**config.mk**
```make
export PLATFORM = sky130hd
export DESIGN_NAME = branch_predict_ctrl
export DESIGN_NICKNAME = d
export VERILOG_FILES = /design/src/rtl/branch_predict_ctrl.sv
export SDC_FILE = /design/constraint.sdc
export NUM_CORES = 1
export LEC_CHECK = 0
export BUFFER_PORTS_ARGS = -buffer_cell sky130_fd_sc_hd__buf_4
export CAP_MARGIN = 5
export CORE_UTILIZATION = 40
export CTS_CLUSTER_DIAMETER = 150
export DETAILED_ROUTE_END_ITERATION = 6
export PLACE_DENSITY_LB_ADDON = 0.25
export SLEW_MARGIN = 20
export SYNTH_ARGS = -nofsm -noshare
export SYNTH_HDL_FRONTEND = slang
export SYNTH_SLANG_ARGS = --single-unit
export TNS_END_PERCENT = 5
```
**constraint.sdc**
```tcl
create_clock -name clk -period 13.55 [get_ports clk]
set_input_delay 2.0325 -clock clk [delete_from_list [all_inputs] [get_ports clk]]
set_output_delay 2.0325 -clock clk [all_outputs]
set_load 0.01 [all_outputs]
```
**src/rtl/branch_predict_ctrl.sv**
```systemverilog
// Fetch-side branch handling: a table of 2-bit saturating counters predicts
// direction at fetch, resolved branches update it at execute, and a mispredict
// produces a single redirect pulse followed by a fixed-length front-end flush.
// Saturating statistics count accepted resolves and mispredicts.
//
// Ports:
//   clk, rst          rising-edge clock, asynchronous active-high reset
//   fetch_pc          PC being fetched; predict_taken is the lookup result (comb)
//   resolve_*         branch resolution from EX (valid, pc, taken, pred, target)
//   redirect_valid    one-cycle pulse telling fetch to load redirect_pc
//   redirect_pc       correct next PC, held until the next mispredict
//   flush             kill IF/ID contents
//   branch_count      accepted resolves (saturating)
//   mispredict_count  mispredicts (saturating)
module branch_predict_ctrl #(
  parameter int unsigned IDX_W        = 6,
  parameter int unsigned FLUSH_CYCLES = 2,
  parameter int unsigned XLEN         = 32
) (
  input  logic            clk,
  input  logic            rst,
  input  logic [XLEN-1:0] fetch_pc,
  output logic            predict_taken,
  input  logic            resolve_valid,
  input  logic [XLEN-1:0] resolve_pc,
  input  logic            resolve_taken,
  input  logic            resolve_pred,
  input  logic [XLEN-1:0] resolve_target,
  output logic            redirect_valid,
  output logic [XLEN-1:0] redirect_pc,
  output logic            flush,
  output logic [XLEN-1:0] branch_count,
  output logic [XLEN-1:0] mispredict_count
);

  localparam int unsigned Entries = 1 << IDX_W;
  localparam int unsigned CntW    = (FLUSH_CYCLES > 1) ? $clog2(FLUSH_CYCLES) : 1;

  typedef enum logic [0:0] {StIdle, StFlush} state_e;

  state_e            state_q, state_d;
  logic [1:0]        bht_q [Entries];
  logic [1:0]        bht_d [Entries];
  logic [CntW-1:0]   flush_cnt_q, flush_cnt_d;
  logic              redirect_valid_q, redirect_valid_d;
  logic [XLEN-1:0]   redirect_pc_q, redirect_pc_d;
  logic              flush_q, flush_d;
  logic [XLEN-1:0]   branch_count_q, branch_count_d;
  logic [XLEN-1:0]   mispredict_count_q, mispredict_count_d;

  logic [IDX_W-1:0]  fetch_idx;
  logic [IDX_W-1:0]  resolve_idx;
  logic              accept;
  logic              mispredict;
  logic [1:0]        ctr_old;
  logic [1:0]        ctr_new;

  assign fetch_idx   = fetch_pc[IDX_W+1:2];
  assign resolve_idx = resolve_pc[IDX_W+1:2];

  // Lookup reads the registered table, so a same-cycle update is not visible.
  assign predict_taken = bht_q[fetch_idx][1];

  // Resolves seen while flushing belong to the wrong path and are dropped.
  assign accept     = resolve_valid && (state_q == StIdle);
  assign mispredict = accept && (resolve_taken != resolve_pred);

  always_comb begin
    ctr_old = bht_q[resolve_idx];
    ctr_new = ctr_old;
    if (resolve_taken) begin
      if (ctr_old != 2'b11) ctr_new = ctr_old + 2'b01;
    end else begin
      if (ctr_old != 2'b00) ctr_new = ctr_old - 2'b01;
    end
  end

  always_comb begin
    bht_d = bht_q;
    if (accept) bht_d[resolve_idx] = ctr_new;
  end

  always_comb begin
    state_d            = state_q;
    flush_cnt_d        = flush_cnt_q;
    redirect_valid_d   = 1'b0;
    redirect_pc_d      = redirect_pc_q;
    branch_count_d     = branch_count_q;
    mispredict_count_d = mispredict_count_q;

    if (accept && (branch_count_q != {XLEN{1'b1}})) begin
      branch_count_d = branch_count_q + 1'b1;
    end
    if (mispredict && (mispredict_count_q != {XLEN{1'b1}})) begin
      mispredict_count_d = mispredict_count_q + 1'b1;
    end

    unique case (state_q)
      StIdle: begin
        if (mispredict) begin
          state_d          = StFlush;
          flush_cnt_d      = CntW'(FLUSH_CYCLES - 1);
          redirect_valid_d = 1'b1;
          redirect_pc_d    = resolve_taken ? resolve_target : resolve_pc + XLEN'(4);
        end
      end
      StFlush: begin
        if (flush_cnt_q == '0) begin
          state_d = StIdle;
        end else begin
          flush_cnt_d = flush_cnt_q - 1'b1;
        end
      end
      default: state_d = StIdle;
    endcase

    flush_d = (state_d == StFlush);
  end

  always_ff @(posedge clk or posedge rst) begin
    if (rst) begin
      state_q            <= StIdle;
      flush_cnt_q        <= '0;
      redirect_valid_q   <= 1'b0;
      redirect_pc_q      <= '0;
      flush_q            <= 1'b0;
      branch_count_q     <= '0;
      mispredict_count_q <= '0;
      for (int i = 0; i < Entries; i++) bht_q[i] <= 2'b01;
    end else begin
      state_q            <= state_d;
      flush_cnt_q        <= flush_cnt_d;
      redirect_valid_q   <= redirect_valid_d;
      redirect_pc_q      <= redirect_pc_d;
      flush_q            <= flush_d;
      branch_count_q     <= branch_count_d;
      mispredict_count_q <= mispredict_count_d;
      bht_q              <= bht_d;
    end
  end

  assign redirect_valid   = redirect_valid_q;
  assign redirect_pc      = redirect_pc_q;
  assign flush            = flush_q;
  assign branch_count     = branch_count_q;
  assign mispredict_count = mispredict_count_q;

endmodule
```
======== Yosys cells after proc, flatten, opt, wreduce, memory -nomap -nowiden ========
Index checks and enable logic that the tools add are counted.
word-level totals
  output and inout bits ................... 99
  register bits after elaboration ......... 227
  input bits .............................. 101
  logic and storage cells ................. 114
operators by class
  equal/unequal tests ..................... 5
  $lt $le $gt $ge ......................... 3
  mux-type cells .......................... 20
  bitwise logic cells ..................... 3
  add/subtract/negate cells ............... 6
  reduce and logical (&&, ||, !) cells .... 7
operators with widths
  kind                   count
  $bwmux 128             1
  $add 32x1->32 const B  2
  $ne 32x32->1 const B   2
  $add 32x3->32 const B  1
  $mux 32                1
  $bmux 2 s6             2
  $mux 2                 8
  $ge 7x7->1 const B     2
  $not 6->7              2
  $demux 2 s6            1
  $lt 7x1->1 const B     1
  $logic_and 1x1->1      5
  $mux 1                 5
  $ne 2x2->1 const B     2
  $pmux 1 s2             2
  $add 2x1->2 const B    1
  $reduce_and 2->1       1
  $reduce_bool 2->1      1
  $sub 2x1->2 const B    1
  $ne 1x1->1             1
  $not 1->1              1
  $sub 1x1->1 const B    1

======== Logic depth before layout (Yosys ltp) ========
Gate-level depths: netlist of run 1.
  depth after elaboration ................. 8
  gate-level depth with buffers ........... 12
  depth with buffers taken out ............ 8

======== Worst setup path after synthesis of run 1 ========
OpenSTA, ideal clock, no wires.
  path kind ............................... input -> output
  start point ............................. input fetch_pc[2]
  end point ............................... output predict_taken
  arrival time ............................ 4,473 ps
  path slack .............................. 7,045 ps
  required time ........................... 11,517 ps
  stages on the path ...................... 5
  cell sequence ........................... clkbuf_1 buf_1 mux4_2 mux4_2 mux4_2
on the way
  longest elaborated chain between the ends .. 4
ends and longest elaborated chain
  element                                    RTL line  text
  start, declared                            22        input logic [XLEN-1:0] fetch_pc,
  $not 6->7 (not written as such)            62        assign predict_taken = bht_q[fetch_idx][1];
  $bmux 2 s6                                 62
  $mux 2 (not written as such) (2 in a row)  62
  end, declared                              23        output logic predict_taken,
Every way passes these cells. The select of a mux whose other input is x is not followed.

======== Final worst setup path of run 1 ========
Same ends and word-level chain as after synthesis.

==> flow_metrics.py, run 1 <==
metrics = {
    "clocking": {
        "clock_latency_ns": 0.54,
        "postCtsSetupBuffers": 0,
        "ctsHtreeMaxLevel": 1,
        "cts_root_buf": "clkbuf_16",
        "max-clock-path-buffers": 3,
        "clk_pin_slew_worst_paths_ns": 0.06,
        "cts_hold_buffers": 0,
        "clock_sinks": 227,
        "ctsResizeCount": 0,
        "cts_tree": "yes",
        "cts-buffers-inserted": 26,
    },
    "synth": {
        "synth_seq_cells": 227,
        "yosysWarnings": 0,
        "synth_edf_count": 0,
        "yosys.area.top_type": "dfrtp_1",
        "yosysMostFrequentCell": "nand2_1",
        "synth_ff_type": "dfrtp_1",
        "synthTopCellsByArea": "dfrtp_1 35%, dfstp_2 15%, nand2_1 8.9%",
        "synth.cell_area_mm2": 0.0115,
        "yosysSeqAreaShare_pct": 50.0,
        "synth_top_area_share_pct": 35.4,
        "synth_nets": 1283,
        "avgSynthCellArea_um2": 9.78,
        "ys_top_cells_by_count": "273 x nand2_1, 163 x dfrtp_1, 116 x o21ai_0",
        "async_reset_ff_share_pct": 100,
        "ys_types": 56,
        "synthCells": 1179,
    },
    "placed_design": {
        "gp_congestion": 0.837,
        "io_buffers": 173,
        "post-dp-hpwl_mm": 21.9,
    },
    "status": {
        "status": "complete, no violations",
    },
    "worst_setup_path": {
        "critPathMaxFanout": 16,
        "worstPathRequired_ns": 11.52,
        "arrival_ns": 4.16,
        "cp-start-kind": "primary input",
        "path_class": "primary input to output pin",
        "endpoint_kind": "output pin",
    },
    "routing": {
        "highest_layer": "met4",
        "ant_nets": 0,
        "wl_per_cell_um": 18.6,
        "vias_per_cell": 5.42,
        "met3_length_mm": 2.84,
        "wl_met2_mm": 14.6,
        "finalWirelength_mm": 32.3,
        "wl_met1_mm": 14.3,
        "first_iter_violations": 587,
        "post-route-drc-count": 0,
        "vias": 9380,
        "first_pass_iters": 4,
    },
    "timing": {
        "finalCriticalPeriod_ns": 6.19,
        "fmax_mhz": 162,
        "relSlewSlack_pct": 25.3,
        "report.final.slew_viol_count": 0,
        "rsz0062_at_grt": "no",
        "finalSetupViolations": 0,
        "tightest_slew_ns": 1.11,
        "hold_viol": 0,
        "min_period_over_period_pct": 45.7,
        "fin_skew_ns": 0.0266,
        "tns_ns": 0,
    },
    "power_and_ir_drop": {
        "comb_power_share_pct": 20.4,
        "p_switching_uw": 596,
        "p_seq_share_pct": 43.6,
        "p_int_mw": 1.45,
        "p_total_mw": 2.05,
        "p_per_area_mw_per_mm2": 145,
        "p_leak_nw": 5.94,
        "swShare_pct": 29.1,
        "clkPwrFrac_pct": 36.0,
        "ir_worst_vdd_mv": 0.0899,
    },
    "grt": {
        "grt_overflow": 0,
        "grt_pass1_wl_mm": 50.6,
        "grt_start_max_net_pins": 84,
        "grt_pass1_vias": 9047,
        "antenna_found_initial": 0,
        "gr-usage-all-layers_pct": 22.0,
    },
    "flow_run": {
        "maxCapViolations": 0,
    },
    "final_layout": {
        "syn2layout_area_growth_pct": 21.9,
        "fin_nets": 1438,
        "drive_above_1_share_pct": 26.6,
        "n_antenna_cell": 0,
    },
    "die": {
        "initial_utilization_pct": 41.1,
        "num_rows": 61,
        "die_h_um": 172,
        "fp.dieArea_mm2": 0.0295,
        "fp.dieW_um": 172,
        "io-pin-count": 200,
        "core_area_mm2": 0.0281,
    },
    "worst_hold_path": {
        "hp-class": "flip-flop to flip-flop",
    },
}
-- layout make-up --
cell class,instances,area [µm²]
fillers,2632,14000
clock inverters,9,136
clock buffers,39,769
inverters,14,60.1
repair buffers,185,1390
multi-input cells,880,5470
well taps,378,473
flip-flops and latches,227,5760
-- worst max-delay path, cell delays in order --
cell	delay, ns
buf_4	0.32
mux4_2	0.57
mux4_2	0.52
mux4_2	0.53
buf_4	0.17
-- per-layer routing --
metal,track usage [%],vias up
li1,-,4479
met3,4.92,42
met5,0,-
met2,34.4,332
met4,5.62,0
met1,30.7,4527
-- registers in the layout (all words and copies together), names as in the netlist --
name,count
branch_count,32
flush,1
flush_cnt_q,1
redirect_pc,32
bht_q,128
redirect_valid,1
mispredict_count,32
-- cell usage in the layout (no fill, tap or decap), types with 12 or more instances in the layout --
cell type / Yosys / final
o21ai_1: 60 / 60
nand4_1: 23 / 23
xnor2_1: 55 / 55
nor2_1: 49 / 49
clkbuf_16: 0 / 26
dfrtp_1: 163 / 163
mux2i_1: 15 / 15
o21ai_0: 116 / 116
buf_4: 6 / 185
mux2_2: 23 / 23
inv_1: 13 / 12
nand3_1: 43 / 43
dfstp_2: 64 / 64
xor2_1: 29 / 29
nor3_1: 20 / 17
nand2_1: 273 / 272
and3_1: 13 / 13
mux4_2: 34 / 34
a21oi_1: 32 / 31
-- power by group through the flow --
stage	logic, mW	clock network, mW	registers [mW]
finish	0.417	0.737	0.891
global route	0.464	0.778	0.907
CTS	0.421	0.752	0.892
detailed placement	0.420	0	0.903
global placement	0.415	0	0.898
floorplan	0.201	0	0.914
-- cell families (layout without fill, tap and decap cells) --
family	Yosys count	count (layout)	synth area share, %
muxes	72	72	10.2
buffers and inverters	72	247	2.79
adders and majority gates	5	5	0.510
and+or+nand+nor	472	472	18.3
xor gates and xnor gates	84	84	6.38
AOI/OAI and AO/OA	247	247	11.9
DFF	227	227	50.0
-- per-stage QoR --
stage | hold WS [ns] | util (%) | std cells | instance area, µm² | setup slack, ns
4_1_cts | 0.462 | 50.0 | 1732 | 14100 | 7.34
6_report | 0.459 | 50.1 | 1732 | 14100 | 7.36
3_3_place_gp | 0.448 | 46.8 | 1684 | 13100 | 7.36
2_1_floorplan | 0.442 | - | 1179 | 11500 | 5.40
5_1_grt | 0.479 | 50.1 | 1732 | 14100 | 7.30
3_5_place_dp | 0.454 | 46.8 | 1684 | 13100 | 7.36
-- worst paths after layout --
| kind | from | endpoint | slack (ns) | cells past startpoint |
|---|---|---|---|---|
| worst max-delay path | fetch_pc[2] | predict_taken | 7.36 | 5 |
| min in group asynchronous | rst | redirect_pc[12]$_DFFE_PP0P_ | 1.58 | 2 |
| worst min register to register | bht_q[6]$_DFFE_PP1P_ | bht_q[6]$_DFFE_PP1P_ | 0.46 | 2 |
| worst min-delay path | bht_q[6]$_DFFE_PP1P_ | bht_q[6]$_DFFE_PP1P_ | 0.46 | 2 |
| worst max register to register | bht_q[64]$_DFFE_PP1P_ | bht_q[74]$_DFFE_PP1P_ | 10.37 | 8 |
| max in group asynchronous | rst | bht_q[107]$_DFFE_PP0P_ | 10.56 | 3 |
No activity file was read; power rests on OpenSTA's default activity.
==> run 2, diff against run 1 <==
Settings changed: ABC_AREA set to 1.
Clock period 13.55 ns to 6.02 ns, I/O delays scaled along.
==> run 2 against run 1 <==
Compared with the run above:
- setup slack got worse by 5.3 ns
- clock skew fell by 0.013 ns
- core utilization fell by 1.4 points
- design area rose by 12%
- sequential power rose by 120%
- sequential share of layout area fell by 4.5 points
- clock power rose to 2.5 times the previous value
- final cell count rose by 45%
- worst hold slack improved by 0.0069 ns
- total power rose by 140%
- critical path type unchanged
==> flow_metrics.py, run 2 <==
metrics = {
    "final_layout": {
        "finish.instance_area_mm2": 0.0158,
        "regArea_mm2": 0.00576,
        "n_antenna_cell": 0,
        "mostFrequentLayoutCells": "784 x nand2_1, 209 x nor2_1, 181 x buf_4",
        "fillCellCount": 3245,
        "regMostFlops": "bht_q",
        "final_common_cell": "nand2_1",
        "utilization_pct": 48.7,
        "multi_input_area_mm2": 0.00641,
        "largest_register_ffs": 128,
        "drive_above_1_share_pct": 14.9,
        "fin_nets": 2160,
        "syn2layout_area_growth_pct": 19.7,
    },
    "power_and_ir_drop": {
        "comb_power_share_pct": 20.9,
        "clkPwrFrac_pct": 38.2,
        "ir_worst_vdd_mv": 0.236,
        "p_switching_mw": 1.49,
        "p_per_area_mw_per_mm2": 307,
        "swShare_pct": 30.7,
        "p_seq_share_pct": 40.9,
        "p_leak_nw": 7.84,
        "p_int_mw": 3.36,
    },
    "synth": {
        "synth_seq_cells": 227,
        "synth.cell_area_mm2": 0.0132,
        "avgSynthCellArea_um2": 6.89,
        "yosysWarnings": 0,
        "yosysMostFrequentCell": "nand2_1",
        "synth_nets": 2017,
        "synth_edf_count": 0,
        "synthCells": 1913,
        "yosys.area.top_type": "dfrtp_1",
        "synth_ff_type": "dfrtp_1",
        "synth_top_area_share_pct": 30.9,
        "yosysSeqAreaShare_pct": 43.7,
        "synthTopCellsByArea": "dfrtp_1 31%, nand2_1 22%, dfstp_2 13%",
        "async_reset_ff_share_pct": 100,
        "ys_top_cells_by_count": "784 x nand2_1, 209 x nor2_1, 172 x inv_1",
        "ys_types": 37,
    },
    "worst_setup_path": {
        "endpoint_kind": "output pin",
        "cpPeakStageDelay_ns": 0.56,
        "crit_chain": "buf_4 > inv_1 > o21ai_0 > o22ai_1 > o211ai_1 > nand3_1 > nand3_1 > nand2_1 > buf_4",
        "r2r_start": "bht_q[33]$_DFFE_PP0P_",
        "cp_top_family": "buffers and inverters",
        "crit_buf_inv": 3,
        "crit_path_start": "fetch_pc[2]",
        "crit_path_top_delay_cell": "inv_1",
        "cp-start-kind": "primary input",
        "critPathMaxFanout": 41,
        "arrival_ns": 3.03,
        "path_class": "primary input to output pin",
        "worstPathRequired_ns": 5.12,
    },
    "routing": {
        "wl_per_cell_um": 16.1,
        "ant_nets": 0,
        "post-route-drc-count": 0,
        "first_iter_violations": 970,
        "vias_per_cell": 5.15,
        "vias": 13000,
        "finalWirelength_mm": 40.5,
        "first_pass_iters": 5,
    },
    "timing": {
        "rsz0062_at_grt": "no",
        "min_period_over_period_pct": 65.3,
        "fin_skew_ns": 0.0133,
        "hold_viol": 0,
        "fmax_mhz": 254,
        "relSlewSlack_pct": 32.4,
        "finalSetupViolations": 0,
        "tns_ns": 0,
        "finalCriticalPeriod_ns": 3.93,
        "report.final.slew_viol_count": 0,
        "tightest_slew_ns": 1.01,
    },
    "grt": {
        "gr-usage-all-layers_pct": 24.0,
        "grt_start_max_net_pins": 175,
        "grt_overflow": 0,
        "grt_pass1_wl_mm": 65.0,
        "grt_pass1_vias": 12500,
        "antenna_found_initial": 0,
    },
    "placed_design": {
        "io_buffers": 173,
        "post-dp-hpwl_mm": 26.4,
        "gp_congestion": 0.925,
        "placed_area_mm2": 0.0148,
    },
    "die": {
        "fp.dieW_um": 184,
        "num_rows": 66,
        "die_h_um": 184,
        "io-pin-count": 200,
        "fp.dieArea_mm2": 0.0337,
        "core_area_mm2": 0.0325,
        "initial_utilization_pct": 40.6,
    },
    "clocking": {
        "clock_latency_ns": 0.55,
        "clock_sinks": 227,
        "cts-buffers-inserted": 28,
        "cts_tree": "yes",
        "cts_root_buf": "clkbuf_16",
        "postCtsSetupBuffers": 0,
        "ctsResizeCount": 0,
        "clk_pin_slew_worst_paths_ns": 0.06,
        "cts_hold_buffers": 0,
        "max-clock-path-buffers": 3,
        "ctsHtreeMaxLevel": 1,
    },
    "status": {
        "status": "complete, no violations",
    },
    "flow_run": {
        "maxCapViolations": 0,
    },
    "worst_hold_path": {
        "hp-start": "bht_q[0]$_DFFE_PP1P_",
        "hp-class": "flip-flop to flip-flop",
    },
}
-- run 2: stage by stage --
step | hold WS [ns] | setup WS, ns | power (mW) | std cells
after global routing | 0.479 | 1.97 | 5.07 | 2520
after floorplan | 0.447 | 2.20 | 2.56 | 1913
after detailed placement | 0.456 | 1.71 | 3.01 | 2468
after CTS | 0.467 | 2.12 | 4.87 | 2520
after global placement | 0.453 | 1.75 | 2.99 | 2468
final | 0.466 | 2.09 | 4.84 | 2520
-- run 2: final cells by class --
class                      count  area share (%)
clock buffer                  39            5.09
clock inverter                13            1.33
inverter                     178            4.27
multi-input combinational   1439            40.6
sequential                   227            36.5
tap                          442            3.50
timing repair buffer         182            8.73
-- run 2: final timing paths --
path                                              endpoint  slack, ns  cells past startpoint
setup / recovery                             predict_taken       2.09                      9
hold / removal                        bht_q[0]$_DFFE_PP1P_       0.47                      2
setup reg to reg                     bht_q[68]$_DFFE_PP1P_       3.07                     11
hold reg to reg                       bht_q[0]$_DFFE_PP1P_       0.47                      2
max in group asynchronous      redirect_pc[15]$_DFFE_PP0P_       4.62                      3
min in group asynchronous  mispredict_count[4]$_DFFE_PP0P_       0.61                      3
-- run 2: logic make-up (layout without fill, tap and decap cells) --
group / after synthesis / in the layout / share of synthesized area (%)
flops: 227 / 227 / 43.7
compound gates: 144 / 144 / 6.06
simple gates: 1222 / 1222 / 37.6
xor+xnor: 70 / 70 / 4.65
buf+inv: 247 / 412 / 7.77
fa+ha+maj: 3 / 3 / 0.285
-- run 2: per-layer routing --
metal	wire, µm	part of all wire (%)	vias up	global-route usage (%)
met5	0	0	-	0
met2	18400	45	477	39.2
li1	-	-	6287	-
met3	2660	6.6	95	3.05
met1	18000	44	6108	32.5
met4	1460	3.6	0	8.73
-- run 2: worst register-to-register path: cells and delay by family (launching register included) --
kind,cells,cell delay [ns]
flops,1,0.39
simple gates,10,2.30
compound gates,1,0.20
-- run 2: power groups by stage --
stage | clock network (mW) | logic [mW] | registers, mW
3_3_place_gp | 0 | 0.998 | 1.99
3_5_place_dp | 0 | 1.01 | 2.00
5_1_grt | 1.94 | 1.13 | 2.01
2_1_floorplan | 0 | 0.523 | 2.03
4_1_cts | 1.88 | 1.02 | 1.98
6_report | 1.85 | 1.01 | 1.98
==> run 3, diff against run 2 <==
Settings changed: ABC_AREA 1 to 0.
Clock period 6.02 ns to 3.9 ns, I/O delays scaled along.
==> run 3 against run 2 <==
Compared with the run above:
- via count is 26% lower
- clock-buffer cell count is 4 lower
- setup slack got worse by 1.5 ns
- die area is 12% lower
- flip-flop and latch count is the same
- clock skew grew 0.014 ns
- critical endpoint unchanged
- register-to-register slack worse by 2.0 ns
- sequential share of layout area is 3.8 points higher
- combinational power rose by 46%
- clock power is 49% higher
- largest power group unchanged
- critical path type unchanged
- non-clock buffer count up 24
==> flow_metrics.py, run 3 (same netlist as run 1, synthesis figures left out) <==
metrics = {
    "status": {
        "status": "complete, no violations",
    },
    "placed_design": {
        "place_ws_ns": 0.314,
        "gp_congestion": 0.837,
        "post-dp-hpwl_mm": 23.0,
        "dp_cells": 1705,
        "io_buffers": 173,
    },
    "final_layout": {
        "final_common_cell": "nand2_1",
        "syn2layout_area_growth_pct": 24.0,
        "largest_register_ffs": 128,
        "mostFrequentLayoutCells": "272 x nand2_1, 204 x buf_4, 163 x dfrtp_1",
        "drive_above_1_share_pct": 27.6,
        "n_antenna_cell": 0,
        "fin_nets": 1460,
        "regMostFlops": "bht_q",
        "layoutNonFillerInstCount": 1755,
    },
    "timing": {
        "rsz0062_at_grt": "no",
        "relSlewSlack_pct": 29.1,
        "report.final.slew_viol_count": 0,
        "hold_viol": 0,
        "fmax_mhz": 304,
        "finalSetupViolations": 0,
        "fin_skew_ns": 0.0273,
        "tightest_slew_ns": 1.06,
        "finalCriticalPeriod_ns": 3.29,
        "min_period_over_period_pct": 84.5,
        "fin_ws_ns": 0.605,
        "tns_ns": 0,
    },
    "die": {
        "fp.dieW_um": 172,
        "num_rows": 61,
        "initial_utilization_pct": 41.1,
        "core_area_mm2": 0.0281,
        "io-pin-count": 200,
        "fp.dieArea_mm2": 0.0295,
        "die_h_um": 172,
    },
    "routing": {
        "ant_nets": 0,
        "finalWirelength_mm": 32.9,
        "first_iter_violations": 719,
        "post-route-drc-count": 0,
        "wl_per_cell_um": 18.8,
        "first_pass_iters": 5,
        "vias_per_cell": 5.43,
        "vias": 9538,
    },
    "power_and_ir_drop": {
        "p_seq_share_pct": 42.3,
        "p_per_area_mw_per_mm2": 514,
        "comb_power_share_pct": 20.0,
        "p_leak_nw": 6.09,
        "swShare_pct": 28.8,
        "p_switching_mw": 2.12,
        "ir_worst_vdd_mv": 0.347,
        "clkPwrFrac_pct": 37.6,
        "p_int_mw": 5.22,
    },
    "grt": {
        "grt_pass1_vias": 9137,
        "grt_pass1_wl_mm": 51.2,
        "grt_start_max_net_pins": 81,
        "grt_overflow": 0,
        "gr-usage-all-layers_pct": 22.4,
        "antenna_found_initial": 0,
    },
    "worst_setup_path": {
        "worstPathRequired_ns": 3.31,
        "crit_top_cell": "mux4_2",
        "arrival_ns": 2.71,
        "crit_chain": "buf_4 > mux4_2 > mux4_2 > mux4_2 > buf_4",
        "crit_path_top_delay_cell": "mux4_2",
        "endpoint_kind": "output pin",
        "reg2regPathDepth": 8,
        "crit_path_start": "fetch_pc[2]",
        "cpPeakStageDelay_ns": 0.57,
        "r2r_start": "bht_q[68]$_DFFE_PP1P_",
        "cp-start-kind": "primary input",
        "path_class": "primary input to output pin",
        "critPathMaxFanout": 16,
    },
    "clocking": {
        "clock_latency_ns": 0.56,
        "ctsResizeCount": 0,
        "postCtsSetupBuffers": 0,
        "clock_sinks": 227,
        "cts_tree": "yes",
        "cts-buffers-inserted": 27,
        "max-clock-path-buffers": 3,
        "ctsHtreeMaxLevel": 1,
        "cts_hold_buffers": 0,
        "cts_root_buf": "clkbuf_16",
        "clk_pin_slew_worst_paths_ns": 0.07,
    },
    "worst_hold_path": {
        "hp-class": "primary input to async pin",
    },
    "flow_run": {
        "maxCapViolations": 0,
    },
}
run 3: changes by cell type in the layout (fill, tap and decap cells not counted), sizes merged, moves of 23 or more:
cell,delta
buf,+24
inv,-165
mux2,+23
mux4,+34
nand2,-515
nand3,-79
nor2,-163
nor3,-39
o21ai,+85
xnor2,+30
run 3: area by class of cell:
cell class	count	area, µm²
inverter	14	56.3
timing repair buffer	206	1570
clock buffer	35	736
fill	2590	13800
tap	378	473
sequential	227	5760
multi-input combinational	880	5460
clock inverter	15	243
run 3: metrics by stage:
step | power, mW | cell area [µm²] | utilization (%) | hold WS, ns
3_3_place_gp | 4.58 | 13300 | 47.4 | 0.448
4_1_cts | 7.39 | 14300 | 50.9 | 0.0687
2_1_floorplan | 3.87 | 11500 | - | 0.442
5_1_grt | 7.70 | 14300 | 50.9 | 0.0905
6_report | 7.34 | 14300 | 50.9 | 0.0623
3_5_place_dp | 4.62 | 13300 | 47.4 | 0.454
run 3: worst max-delay path: cells and delay by family:
kind,cells,cell delay [ns]
buf+inv,2,0.47
mux,3,1.63
run 3: routing by layer:
| layer | share of wire, % | up-vias | routed length, µm | GRT usage, % |
|---|---|---|---|---|
| met5 | 0 | - | 0 | 0 |
| met4 | 1.7 | 0 | 574 | 4.96 |
| met2 | 45 | 366 | 14900 | 36.1 |
| met1 | 45 | 4596 | 14800 | 31.4 |
| li1 | - | 4527 | - | - |
| met3 | 8.0 | 49 | 2630 | 3.96 |
run 3: final timing paths:
path,end,slack [ns]
setup / recovery,predict_taken,0.61
hold / removal,branch_count[29]$_DFFE_PP0P_,0.06
setup reg to reg,bht_q[112]$_DFFE_PP1P_,1.05
hold reg to reg,bht_q[34]$_DFFE_PP1P_,0.46
max in group asynchronous,bht_q[28]$_DFFE_PP1P_,3.03
min in group clk,redirect_pc[7]$_DFFE_PP0P_,0.32
run 3: power by group through the flow:
| stage | logic [mW] | clock network [mW] | registers (mW) |
|---|---|---|---|
| floorplan | 0.697 | 0 | 3.18 |
| global route | 1.63 | 2.91 | 3.16 |
| detailed placement | 1.48 | 0 | 3.14 |
| CTS | 1.49 | 2.80 | 3.11 |
| finish | 1.47 | 2.76 | 3.11 |
| global placement | 1.46 | 0 | 3.12 |
